[config.mk]
export PLATFORM = sky130hd
export DESIGN_NAME = exec_sequencer
export DESIGN_NICKNAME = d
export VERILOG_FILES = /design/src/rtl/exec_seq_pkg.sv /design/src/rtl/exec_seq_decode.sv /design/src/rtl/exec_sequencer.sv
export SDC_FILE = /design/constraint.sdc
export NUM_CORES = 1
export LEC_CHECK = 0
export CAP_MARGIN = 5
export CORE_ASPECT_RATIO = 1.75
export CORE_MARGIN = 4
export CORE_UTILIZATION = 45
export CTS_BUF_LIST = sky130_fd_sc_hd__clkbuf_8
export CTS_CLUSTER_DIAMETER = 200
export CTS_CLUSTER_SIZE = 12
export DETAILED_ROUTE_END_ITERATION = 7
export PLACE_DENSITY = 0.82
export SYNTH_ARGS = -nofsm -noshare
export SYNTH_HDL_FRONTEND = slang
export SYNTH_SLANG_ARGS = --single-unit
[constraint.sdc]
create_clock -name clk -period 2.3 [get_ports clk]
set_input_delay 0.46 -clock clk [delete_from_list [all_inputs] [get_ports clk]]
set_output_delay 0.46 -clock clk [all_outputs]
set_load 0.1 [all_outputs]
[src/rtl/exec_seq_pkg.sv]
// exec_seq_pkg: shared state/class enums, LEGv8 opcode patterns and ALU control encodings.
// Used by exec_sequencer and exec_seq_decode.
package exec_seq_pkg;

    typedef enum logic [2:0] {S_FETCH, S_DECODE, S_EXEC, S_MEM, S_WB, S_TRAP} state_t;
    typedef enum logic [2:0] {C_ALU, C_LOAD, C_STORE, C_BRANCH, C_ILLEGAL} class_t;

    localparam logic [1:0] SRC_REG   = 2'b00;
    localparam logic [1:0] SRC_SEXT  = 2'b01;
    localparam logic [1:0] SRC_IMM12 = 2'b10;

    localparam logic [1:0] OP_ADD  = 2'b00;
    localparam logic [1:0] OP_BR   = 2'b01;
    localparam logic [1:0] OP_FUNC = 2'b10;

    localparam logic [10:0] OPC_ADD  = 11'h458;
    localparam logic [10:0] OPC_SUB  = 11'h658;
    localparam logic [10:0] OPC_AND  = 11'h450;
    localparam logic [10:0] OPC_ORR  = 11'h550;
    localparam logic [10:0] OPC_LDUR = 11'h7C2;
    localparam logic [10:0] OPC_STUR = 11'h7C0;

    // Ranged opcodes: low bits of the field belong to the immediate/offset.
    localparam logic [10:0] OPC_ADDI = 11'h488, MSK_ADDI = 11'h7FE;
    localparam logic [10:0] OPC_SUBI = 11'h688, MSK_SUBI = 11'h7FE;
    localparam logic [10:0] OPC_MOVZ = 11'h694, MSK_MOVZ = 11'h7FC;
    localparam logic [10:0] OPC_B    = 11'h0A0, MSK_B    = 11'h7E0;
    localparam logic [10:0] OPC_CBZ  = 11'h5A0, MSK_CBZ  = 11'h7F8;
    localparam logic [10:0] OPC_CBNZ = 11'h5A8, MSK_CBNZ = 11'h7F8;

    function automatic logic opc_match(logic [10:0] opc, logic [10:0] val, logic [10:0] msk);
        return (opc & msk) == val;
    endfunction

endpackage

[src/rtl/exec_seq_decode.sv]
// exec_seq_decode: combinational opcode classifier producing instruction class and ALU/branch controls.
module exec_seq_decode
    import exec_seq_pkg::*;
(
    input  logic [10:0] opc_i,
    output class_t      cls_o,
    output logic [1:0]  alu_src_o,
    output logic [1:0]  alu_op_o,
    output logic        b_o,
    output logic        bz_o,
    output logic        bnz_o,
    output logic        legal_o
);

    always_comb begin
        cls_o     = C_ILLEGAL;
        alu_src_o = SRC_REG;
        alu_op_o  = OP_ADD;
        b_o       = 1'b0;
        bz_o      = 1'b0;
        bnz_o     = 1'b0;
        if (opc_i == OPC_ADD || opc_i == OPC_SUB || opc_i == OPC_AND || opc_i == OPC_ORR) begin
            cls_o    = C_ALU;
            alu_op_o = OP_FUNC;
        end else if (opc_match(opc_i, OPC_ADDI, MSK_ADDI) || opc_match(opc_i, OPC_SUBI, MSK_SUBI)) begin
            cls_o     = C_ALU;
            alu_src_o = SRC_IMM12;
            alu_op_o  = OP_FUNC;
        end else if (opc_match(opc_i, OPC_MOVZ, MSK_MOVZ)) begin
            cls_o     = C_ALU;
            alu_src_o = SRC_SEXT;
            alu_op_o  = OP_FUNC;
        end else if (opc_i == OPC_LDUR) begin
            cls_o     = C_LOAD;
            alu_src_o = SRC_SEXT;
        end else if (opc_i == OPC_STUR) begin
            cls_o     = C_STORE;
            alu_src_o = SRC_SEXT;
        end else if (opc_match(opc_i, OPC_B, MSK_B)) begin
            cls_o    = C_BRANCH;
            alu_op_o = OP_BR;
            b_o      = 1'b1;
        end else if (opc_match(opc_i, OPC_CBZ, MSK_CBZ)) begin
            cls_o    = C_BRANCH;
            alu_op_o = OP_BR;
            bz_o     = 1'b1;
        end else if (opc_match(opc_i, OPC_CBNZ, MSK_CBNZ)) begin
            cls_o    = C_BRANCH;
            alu_op_o = OP_BR;
            bnz_o    = 1'b1;
        end
        legal_o = cls_o != C_ILLEGAL;
    end

endmodule

[src/rtl/exec_sequencer.sv]
// exec_sequencer: multi-cycle LEGv8 control FSM (FETCH/DECODE/EXEC/MEM/WB/TRAP).
// Define EXEC_SEQ_PERF_EN to add cycle_cnt/retired_cnt performance counters.
module exec_sequencer
    import exec_seq_pkg::*;
#(
    parameter int OPC_W = 11
`ifdef EXEC_SEQ_PERF_EN
    , parameter int CNT_W = 32
`endif
) (
    input  logic        clk,
    input  logic        rst_n,
`ifdef EXEC_SEQ_PERF_EN
    output logic [CNT_W-1:0] cycle_cnt,
    output logic [CNT_W-1:0] retired_cnt,
`endif
    input  logic [31:0] instr_in,
    input  logic        imem_ready,
    input  logic        dmem_ready,
    input  logic        zero,
    output logic        imem_req,
    output logic        ir_write,
    output logic [31:0] instr_q,
    output logic [1:0]  alu_src,
    output logic [1:0]  alu_op,
    output logic        b,
    output logic        bz,
    output logic        bnz,
    output logic        mem_read,
    output logic        mem_write,
    output logic        mem_to_reg,
    output logic        reg_write,
    output logic        pc_write,
    output logic        pc_src,
    output logic        illegal
);

    state_t     state_q;
    class_t     cls_q, dec_cls;
    logic [1:0] alu_src_q, alu_op_q, dec_alu_src, dec_alu_op;
    logic       b_q, bz_q, bnz_q, illegal_q;
    logic       dec_b, dec_bz, dec_bnz, dec_legal;

    exec_seq_decode u_dec (
        .opc_i     (instr_q[31 -: OPC_W]),
        .cls_o     (dec_cls),
        .alu_src_o (dec_alu_src),
        .alu_op_o  (dec_alu_op),
        .b_o       (dec_b),
        .bz_o      (dec_bz),
        .bnz_o     (dec_bnz),
        .legal_o   (dec_legal)
    );

    // Strobes decode from the registered state so an async reset drops them without a clock edge.
    assign imem_req   = state_q == S_FETCH;
    assign ir_write   = imem_req & imem_ready;
    assign mem_read   = state_q == S_MEM && cls_q == C_LOAD;
    assign mem_write  = state_q == S_MEM && cls_q == C_STORE;
    assign reg_write  = state_q == S_WB;
    assign mem_to_reg = reg_write && cls_q == C_LOAD;
    assign pc_write   = (state_q == S_EXEC && cls_q == C_BRANCH) || (mem_write && dmem_ready) || reg_write;
    assign pc_src     = state_q == S_EXEC && (b_q || (bz_q && zero) || (bnz_q && !zero));
    assign alu_src    = alu_src_q;
    assign alu_op     = alu_op_q;
    assign b          = b_q;
    assign bz         = bz_q;
    assign bnz        = bnz_q;
    assign illegal    = illegal_q;

    // Every return to FETCH coincides with pc_write, which also clears the held controls.
    always_ff @(posedge clk or negedge rst_n) begin
        if (!rst_n) begin
            state_q   <= S_FETCH;
            cls_q     <= C_ILLEGAL;
            instr_q   <= '0;
            alu_src_q <= SRC_REG;
            alu_op_q  <= OP_ADD;
            b_q       <= 1'b0;
            bz_q      <= 1'b0;
            bnz_q     <= 1'b0;
            illegal_q <= 1'b0;
        end else if (pc_write) begin
            state_q   <= S_FETCH;
            alu_src_q <= SRC_REG;
            alu_op_q  <= OP_ADD;
            b_q       <= 1'b0;
            bz_q      <= 1'b0;
            bnz_q     <= 1'b0;
        end else begin
            case (state_q)
                S_FETCH: if (imem_ready) begin
                    instr_q <= instr_in;
                    state_q <= S_DECODE;
                end
                S_DECODE: if (dec_legal) begin
                    state_q   <= S_EXEC;
                    cls_q     <= dec_cls;
                    alu_src_q <= dec_alu_src;
                    alu_op_q  <= dec_alu_op;
                    b_q       <= dec_b;
                    bz_q      <= dec_bz;
                    bnz_q     <= dec_bnz;
                end else begin
                    state_q   <= S_TRAP;
                    illegal_q <= 1'b1;
                end
                S_EXEC:  state_q <= cls_q == C_ALU ? S_WB : S_MEM;
                S_MEM:   if (dmem_ready) state_q <= S_WB;
                default: ;
            endcase
        end
    end

`ifdef EXEC_SEQ_PERF_EN
    logic [CNT_W-1:0] cycle_q, retired_q;
    always_ff @(posedge clk or negedge rst_n) begin
        if (!rst_n) begin
            cycle_q   <= '0;
            retired_q <= '0;
        end else begin
            if (state_q != S_TRAP) cycle_q <= cycle_q + CNT_W'(1);
            if (pc_write) retired_q <= retired_q + CNT_W'(1);
        end
    end
    assign cycle_cnt   = cycle_q;
    assign retired_cnt = retired_q;
`endif

endmodule

### Word-level counts from Yosys, hierarchy flattened

Index checks and enable logic that the tools add are counted.

* register bits after elaboration: 46
* input bits: 37

* multiplexer cells: 63
* reductions and logical operators: 27
* bitwise logic cells: 3
* equal/unequal tests: 22

Operators with widths (number)
* $eq 11x11->1 const B: 6
* $mux 3: 13
* $mux 2: 17
* $mux 1: 32
* $eq 10x10->1 const B: 2
* $eq 8x8->1 const B: 2
* $eq 3x2->1 const B: 4
* $pmux 3 s4: 1
* $reduce_and 3->1: 4
* $eq 9x9->1 const B: 1
* $logic_and 1x1->1: 8
* $logic_or 1x1->1: 8
* $eq 3x1->1 const B: 2
* $eq 6x3->1 const B: 1
* $logic_not 3->1: 2
* $ne 3x3->1 const B: 2
* $reduce_bool 5->1: 1
* $reduce_bool 2->1: 2
* $eq 3x3->1 const B: 1
* $ne 3x2->1 const B: 1
* $not 1->1: 2
* $reduce_and 2->1: 1
* $and 1x1->1: 1
* $logic_not 1->1: 1

### Logic depth before layout (Yosys ltp)

Gate-level depths: netlist of the first run.

* depth after elaboration: 13
* depth in mapped cells: 7
* depth with buffers taken out: 5

### By module

Synthesis of the first run repeated with hierarchy kept, for this count alone.

* cell total of the unflattened synthesis: 181
* area total of the unflattened synthesis: 2306.0 µm²

By module, submodules not included
* exec_sequencer: sequential area each 1152.4 µm², times used 1, area each 2090.8 µm², cells an instance 150
* exec_seq_decode: sequential area each 0.0 µm², times used 1, area each 215.2 µm², cells an instance 31

### Worst setup path after synthesis of the first run

Ideal clock, no wire load.

* path kind: register to output
* start: register bnz_q, in the netlist bnz
* end: output pc_src
* required time: 1.840 ns
* cell stages (with the launch flop): 4
* path buffers: 0
* slack: -2.482 ns
* arrival: 4.322 ns
* cells stage by stage: dfrtp_1 -> nor2b_1 -> a211oi_1 -> nor4b_1

* longest elaborated chain between the ends: 3

RTL lines
* from (decl): line exec_sequencer.sv:41 `logic b_q, bz_q, bnz_q, illegal_q;`
* from (signal assigned): line exec_sequencer.sv:103 `bnz_q <= dec_bnz;`
* $logic_and 1x1->1: line exec_sequencer.sv:63 `assign pc_src = state_q == S_EXEC && (b_q || (bz_q && zero) || (bnz_q && !zero));`
* $logic_or 1x1->1: line exec_sequencer.sv:63
* $logic_and 1x1->1: line exec_sequencer.sv:63
* to (decl): line exec_sequencer.sv:34 `output logic pc_src,`

No other way between the ends.

### Worst setup path in the final report of the first run

* start: register cls_q[2]
* end: output pc_write

* longest elaborated chain between the ends: 5
* elaborated cells between the ends (all ways): 7
* those cells by class: 2 x eq/ne; 5 x reduce/logical

RTL lines
* from (decl): line exec_sequencer.sv:39 `class_t cls_q, dec_cls;`
* from (signal assigned): line exec_sequencer.sv:98 `cls_q <= dec_cls;`
* $eq 3x2->1: line exec_sequencer.sv:59 `assign mem_write = state_q == S_MEM && cls_q == C_STORE;`
* $logic_and 1x1->1: line exec_sequencer.sv:59
* $logic_and 1x1->1: line exec_sequencer.sv:62 `assign pc_write = (state_q == S_EXEC && cls_q == C_BRANCH) || (mem_write && dmem_ready) || reg_write;`
* $logic_or 1x1->1 (*) (2 in a row): line exec_sequencer.sv:62
* to (decl): line exec_sequencer.sv:33 `output logic pc_write,`

Every way passes the cells marked *; elsewhere a longest branch is shown, timed or not.

==> results of run 1 <==
-- kinds of logic after synthesis --
logic type             Yosys count  share of synthesized area [%]
AOI/OAI and AO/OA               31                          11.17
buffers and inverters           11                          2.604
DFF                             46                          53.30
muxes                           31                          16.15
and+or+nand+nor                 55                          16.78
-- timing repair --
action,CTS,global route
gates resized for setup,1,3
endpoints found under the setup margin,1,3
buffers inserted,0,0
-- power by group --
group          internal, mW  switching, mW  leakage [nW]
Sequential            0.808              0         0.596
Combinational        0.0568         0.0246         0.865
Clock                 0.210          0.261        0.0493
-- per-stage QoR --
stage,hold slack (ps),total power [mW],setup slack (ps)
2_1_floorplan,164.4,0.8268,-205.3
3_3_place_gp,467.6,0.9060,134.6
3_5_place_dp,470.9,0.9071,113.9
4_1_cts,147.8,1.376,10.05
5_1_grt,148.7,1.424,47.91
6_report,133.7,1.361,164.3
-- path summary, 6_finish.rpt --
check,start,endpoint,slack (ps),depth (start not counted)
max in group asynchronous,rst_n,cls_q[2],1580,2
setup reg to reg,instr_q[26],b,470,5
setup / recovery,cls_q[2],pc_write,160,5
min in group clk,instr_q[20],instr_q[20],490,1
hold reg to reg,instr_q[20],instr_q[20],490,1
hold / removal,rst_n,instr_q[13],130,1
-- registers in the layout (all words and copies together), names as in the netlist --
signal   count
bnz          1
alu_src      2
instr_q     32
illegal      1
cls_q        3
state_q      3
bz           1
b            1
alu_op       2
-- worst reg2reg max path, delay by kind of cell (launching register included) --
| kind | cells | cell delay (ps) |
|---|---|---|
| flip-flops | 1 | 480 |
| AND/OR/NAND/NOR | 1 | 400 |
| AO/OA/AOI/OAI | 4 | 840 |
-- routing by layer --
metal  track usage [%]  vias up  share of wire [%]
met5                 0        -                  0
met4             7.679        0                2.5
met3             3.506       11                3.5
met2             34.58       45                 58
met1             21.65      849                 36
li1                  -      823                  -
-- cell usage in the layout (no fill, tap or decap), drive strengths merged, types with 5 or more instances in the layout --
cell,count
nor2,8
clkdlybuf4s50,35
nor4b,5
buf,56
clkbuf,5
o21ai,6
a21oi,6
nand2,10
mux2,31
dfrtp,45
-- area by class of cell --
class | count | area (um2)
Tap cell | 52 | 65.06
Inverter | 3 | 15.01
Sequential cell | 46 | 1161
Clock inverter | 3 | 17.52
Clock buffer | 5 | 68.82
Multi-Input combinational cell | 117 | 1052
Fill cell | 341 | 1405
Timing Repair Buffer | 91 | 880.8
==> impl_metrics.toml, run 1 <==
[clock_network]
clock_sinks = 46
clk_latency_ps = 290
cts_hold_repair.buffers = 0
cts_buffer_depth = 2
numCtsBuffers = 5
path_clk_slew_ps = 80
root_buffer = "clkbuf_8"
cts_max_level = 2
cts_tree = "done"

[grt]
grt_pass1_wl_um = 8735
grt_max_degree = 25
grt_pass1_vias = 1777
track_usage_pct = 19.33
grt-ovfl-total = 0
antenna_found_initial = 0

[synth]
ys_seq_area_share_pct = 53.30
synth-seq-cells = 46
synth_common_cells = "45 x dfrtp_1, 27 x mux2_1, 10 x nand2_1"
syn_nets = 211
ys_warn_count = 0
synth_area_um2 = 2162
synthTopCellsByArea = "dfrtp_1 52%, mux2_1 14%, nor4b_4 2.2%"
syn_inst = 174
async_flop_share_pct = 100.0
netlist-cell-type-count = 43
synth-main-ff-cell = "dfrtp_1"
synth.largest_area_cell = "dfrtp_1"
synth-edff-count = 0
synth_top_area_share_pct = 52.08
synth_area_per_cell_um2 = 12.43
synth.most_common_cell = "dfrtp_1"

[drt]
drc = 0
antenna_left = 0
wire_per_inst_um = 16.52
wl_um = 5237
viasPerCell = 5.451
drt_iter0_markers = 50
drtPass1Iterations = 4
dr_total_vias = 1728

[run]
drv_cap = 0

[cells_and_area]
drive_gt1_share_pct = 37.36
syn_to_final_growth_pct = 50.81
antenna_cells = 0
nets = 301
final_area_um2 = 3261
finalNonFillerCells = 317
fin_util_pct = 69.88

[timing]
final-max-slew-violation-count = 0
fin_worst_skew_ps = 8.290
tns_ps = 0
rsz0062_at_grt = "false"
setup_viol = 0
slew_headroom_pct = 64.50
fin_crit_sh_pct = 92.86
hold_viol_final = 0
min_period_ps = 2136
worstMarginPinSlew_ps = 532.6
fmax_mhz = 468.2

[critical_path]
worstSetupStartpointType = "register"
critPathSlowestCell = "dfstp_2"
critical_path.top_delay_family = "flip-flops"
crit_arrival_ps = 1680
crit_required_ps = 1840
cp_num_buf_inv = 2
cp_cell_sequence = "nand4bb_1 > a21oi_2 > nor2_4 > clkinvlp_4 > buf_12"
worst-path-max-fanout = 8
critical_path_class = "register to primary output"
endpoint_kind = "primary output"
critPathMaxStageDelay_ps = 590

[place]
dp_cells = 309
io_buffers = 84
placed_area_um2 = 3167
place_hpwl_um = 4199
place.gp.congestion = 0.8646

[floorplan]
start_util_pct = 46.34
die_h_um = 99.70
fp.coreArea_um2 = 4666
io_pins = 85
die_w_um = 60.40
row_count = 33
die_area_um2 = 6021

[outcome]
status = "completed"

[pwr]
power.leakage_nw = 1.511
powerDensity_nw_per_um2 = 417.3
ir_drop_mv = 0.4802

[min_path]
hp-class = "input pin to asynchronous set/reset pin"
No activity file was read; power rests on OpenSTA's default activity.
==> inputs of run 2 (changes only) <==
- RECOVER_POWER: not set -> 100
==> run 2 against run 1 <==
Net effect: register-to-register slack worse by 240 ps; global-route usage stayed put; power is 0.27% lower; combinational power shrank 4.7%; critical path depth unchanged; non-clock buffer count is the same; sequential share of layout area up 2.7 points; final area decreased by 7.0%; core utilization down 4.9 points; critical path type is now input pin to primary output; critical endpoint is now pc_src; largest cell class unchanged; largest power group unchanged.
==> impl_metrics.toml, run 2 (synthesized netlist as in run 1, its figures left out) <==
[outcome]
status = "completed"

[critical_path]
crit_required_ps = 1840
critical_path_class = "input pin to primary output"
endpoint_kind = "primary output"
crit_arrival_ps = 1700
worstSetupStartpointType = "input pin"
worst-path-max-fanout = 2

[cells_and_area]
top_register = "instr_q"
top_regs = "instr_q x32, cls_q x3, state_q x3"
layout_commonest_cell = "dfrtp_1"
finalNonFillerCells = 317
nets = 301
fillerInstances = 388
antenna_cells = 0
layout_common_cells = "38 x dfrtp_1, 36 x clkbuf_2, 35 x clkdlybuf4s50_1"
largest_reg_flops = 32
drive_gt1_share_pct = 31.32
syn_to_final_growth_pct = 40.28

[drt]
wl_met3_um = 192
viasPerCell = 5.489
drtPass1Iterations = 4
dr_total_vias = 1740
drt_iter0_markers = 78
topRoutingLayerUsed = "met4"
wl_met2_um = 3050
wl_um = 5265
drc = 0
wl_met1_um = 1897
antenna_left = 0
wire_per_inst_um = 16.61

[clock_network]
clock_sinks = 46
root_buffer = "clkbuf_8"
cts_tree = "done"
clk_latency_ps = 290
cts_max_level = 2
path_clk_slew_ps = 80
cts_hold_repair.buffers = 0
cts_buffer_depth = 2
numCtsBuffers = 5

[place]
dp_cells = 309
io_buffers = 84
place.gp.congestion = 0.8646
place_hpwl_um = 4199
pre_cts_slack_ps = 113.9

[grt]
antenna_found_initial = 0
grt_pass1_wl_um = 8735
track_usage_pct = 19.33
grt_pass1_vias = 1777
grt-ovfl-total = 0
grt_max_degree = 25

[timing]
min_period_ps = 2164
worst_slack_ps = 136.1
hold_viol_final = 0
worstMarginPinSlew_ps = 1185
slew_headroom_pct = 21.03
fmax_mhz = 462.1
fin_crit_sh_pct = 94.08
tns_ps = 0
final-max-slew-violation-count = 0
setup_viol = 0
fin_worst_skew_ps = 8.341
hold_slack_ps = 379.5
rsz0062_at_grt = "false"

[floorplan]
row_count = 33
die_w_um = 60.40
die_h_um = 99.70
io_pins = 85
fp.coreArea_um2 = 4666
die_area_um2 = 6021
start_util_pct = 46.34

[pwr]
powerDensity_nw_per_um2 = 447.5
power.leakage_nw = 1.408
ir_drop_mv = 0.4838

[run]
drv_cap = 0

[min_path]
hp-class = "input pin to asynchronous set/reset pin"
[run 2: cell count changes in the layout (fill, tap and decap cells not counted), moves of 2 or more]
cell,delta
clkbuf_1,+10
buf_12,-5
clkbuf_4,+2
mux2_4,-2
mux2_1,+2
clkbuf_2,+36
buf_4,-43
[run 2: cell type report]
| cell class | count | area [um2] | area share, % |
|---|---|---|---|
| Multi-Input combinational cell | 117 | 1005 | 33.13 |
| Tap cell | 52 | 65.06 | 2.145 |
| Timing Repair Buffer | 91 | 700.7 | 23.10 |
| Sequential cell | 46 | 1161 | 38.28 |
| Clock buffer | 5 | 68.82 | 2.269 |
| Clock inverter | 3 | 17.52 | 0.5776 |
| Inverter | 3 | 15.01 | 0.4950 |
[run 2: timing repair]
action / CTS / global route
setup buffers: 0 / 0
gates resized for setup: 1 / 3
endpoints found under the setup margin: 1 / 3
[run 2: power by group]
| group | internal [mW] | switching (mW) | total [mW] |
|---|---|---|---|
| registers | 0.808 | 0 | 0.808 |
| clock network | 0.210 | 0.262 | 0.472 |
| logic | 0.0537 | 0.0239 | 0.0776 |
[run 2: stage by stage]
stage	utilization (%)	total power, mW	cell area (um2)
6_report	65.00	1.357	3033
5_1_grt	65.00	1.421	3033
4_1_cts	69.75	1.376	3254
3_5_place_dp	67.87	0.9071	3167
3_3_place_gp	67.87	0.9060	3167
2_1_floorplan	-	0.8268	2302
[run 2: critical path: stages]
cell             delay (ps)
clkdlybuf4s50_1         470
nor2b_1                  50
a211oi_1                340
nor4b_4                  80
clkbuf_4                290
[run 2: path summary, 6_finish.rpt]
path / from / to / slack [ps] / cells after the start
min in group clk: instr_q[20] / instr_q[20] / 490 / 1
worst min register to register: instr_q[20] / instr_q[20] / 490 / 1
worst max register to register: instr_q[26] / b / 230 / 5
worst max-delay path: zero / pc_src / 140 / 5
worst min-delay path: rst_n / instr_q[8] / 380 / 1
max in group asynchronous: rst_n / bz / 690 / 2
[run 2: routing by layer]
metal	global-route usage [%]	vias to the layer above
li1	-	818
met1	21.65	868
met2	34.58	44
met3	3.506	10
met4	7.679	0
met5	0	-
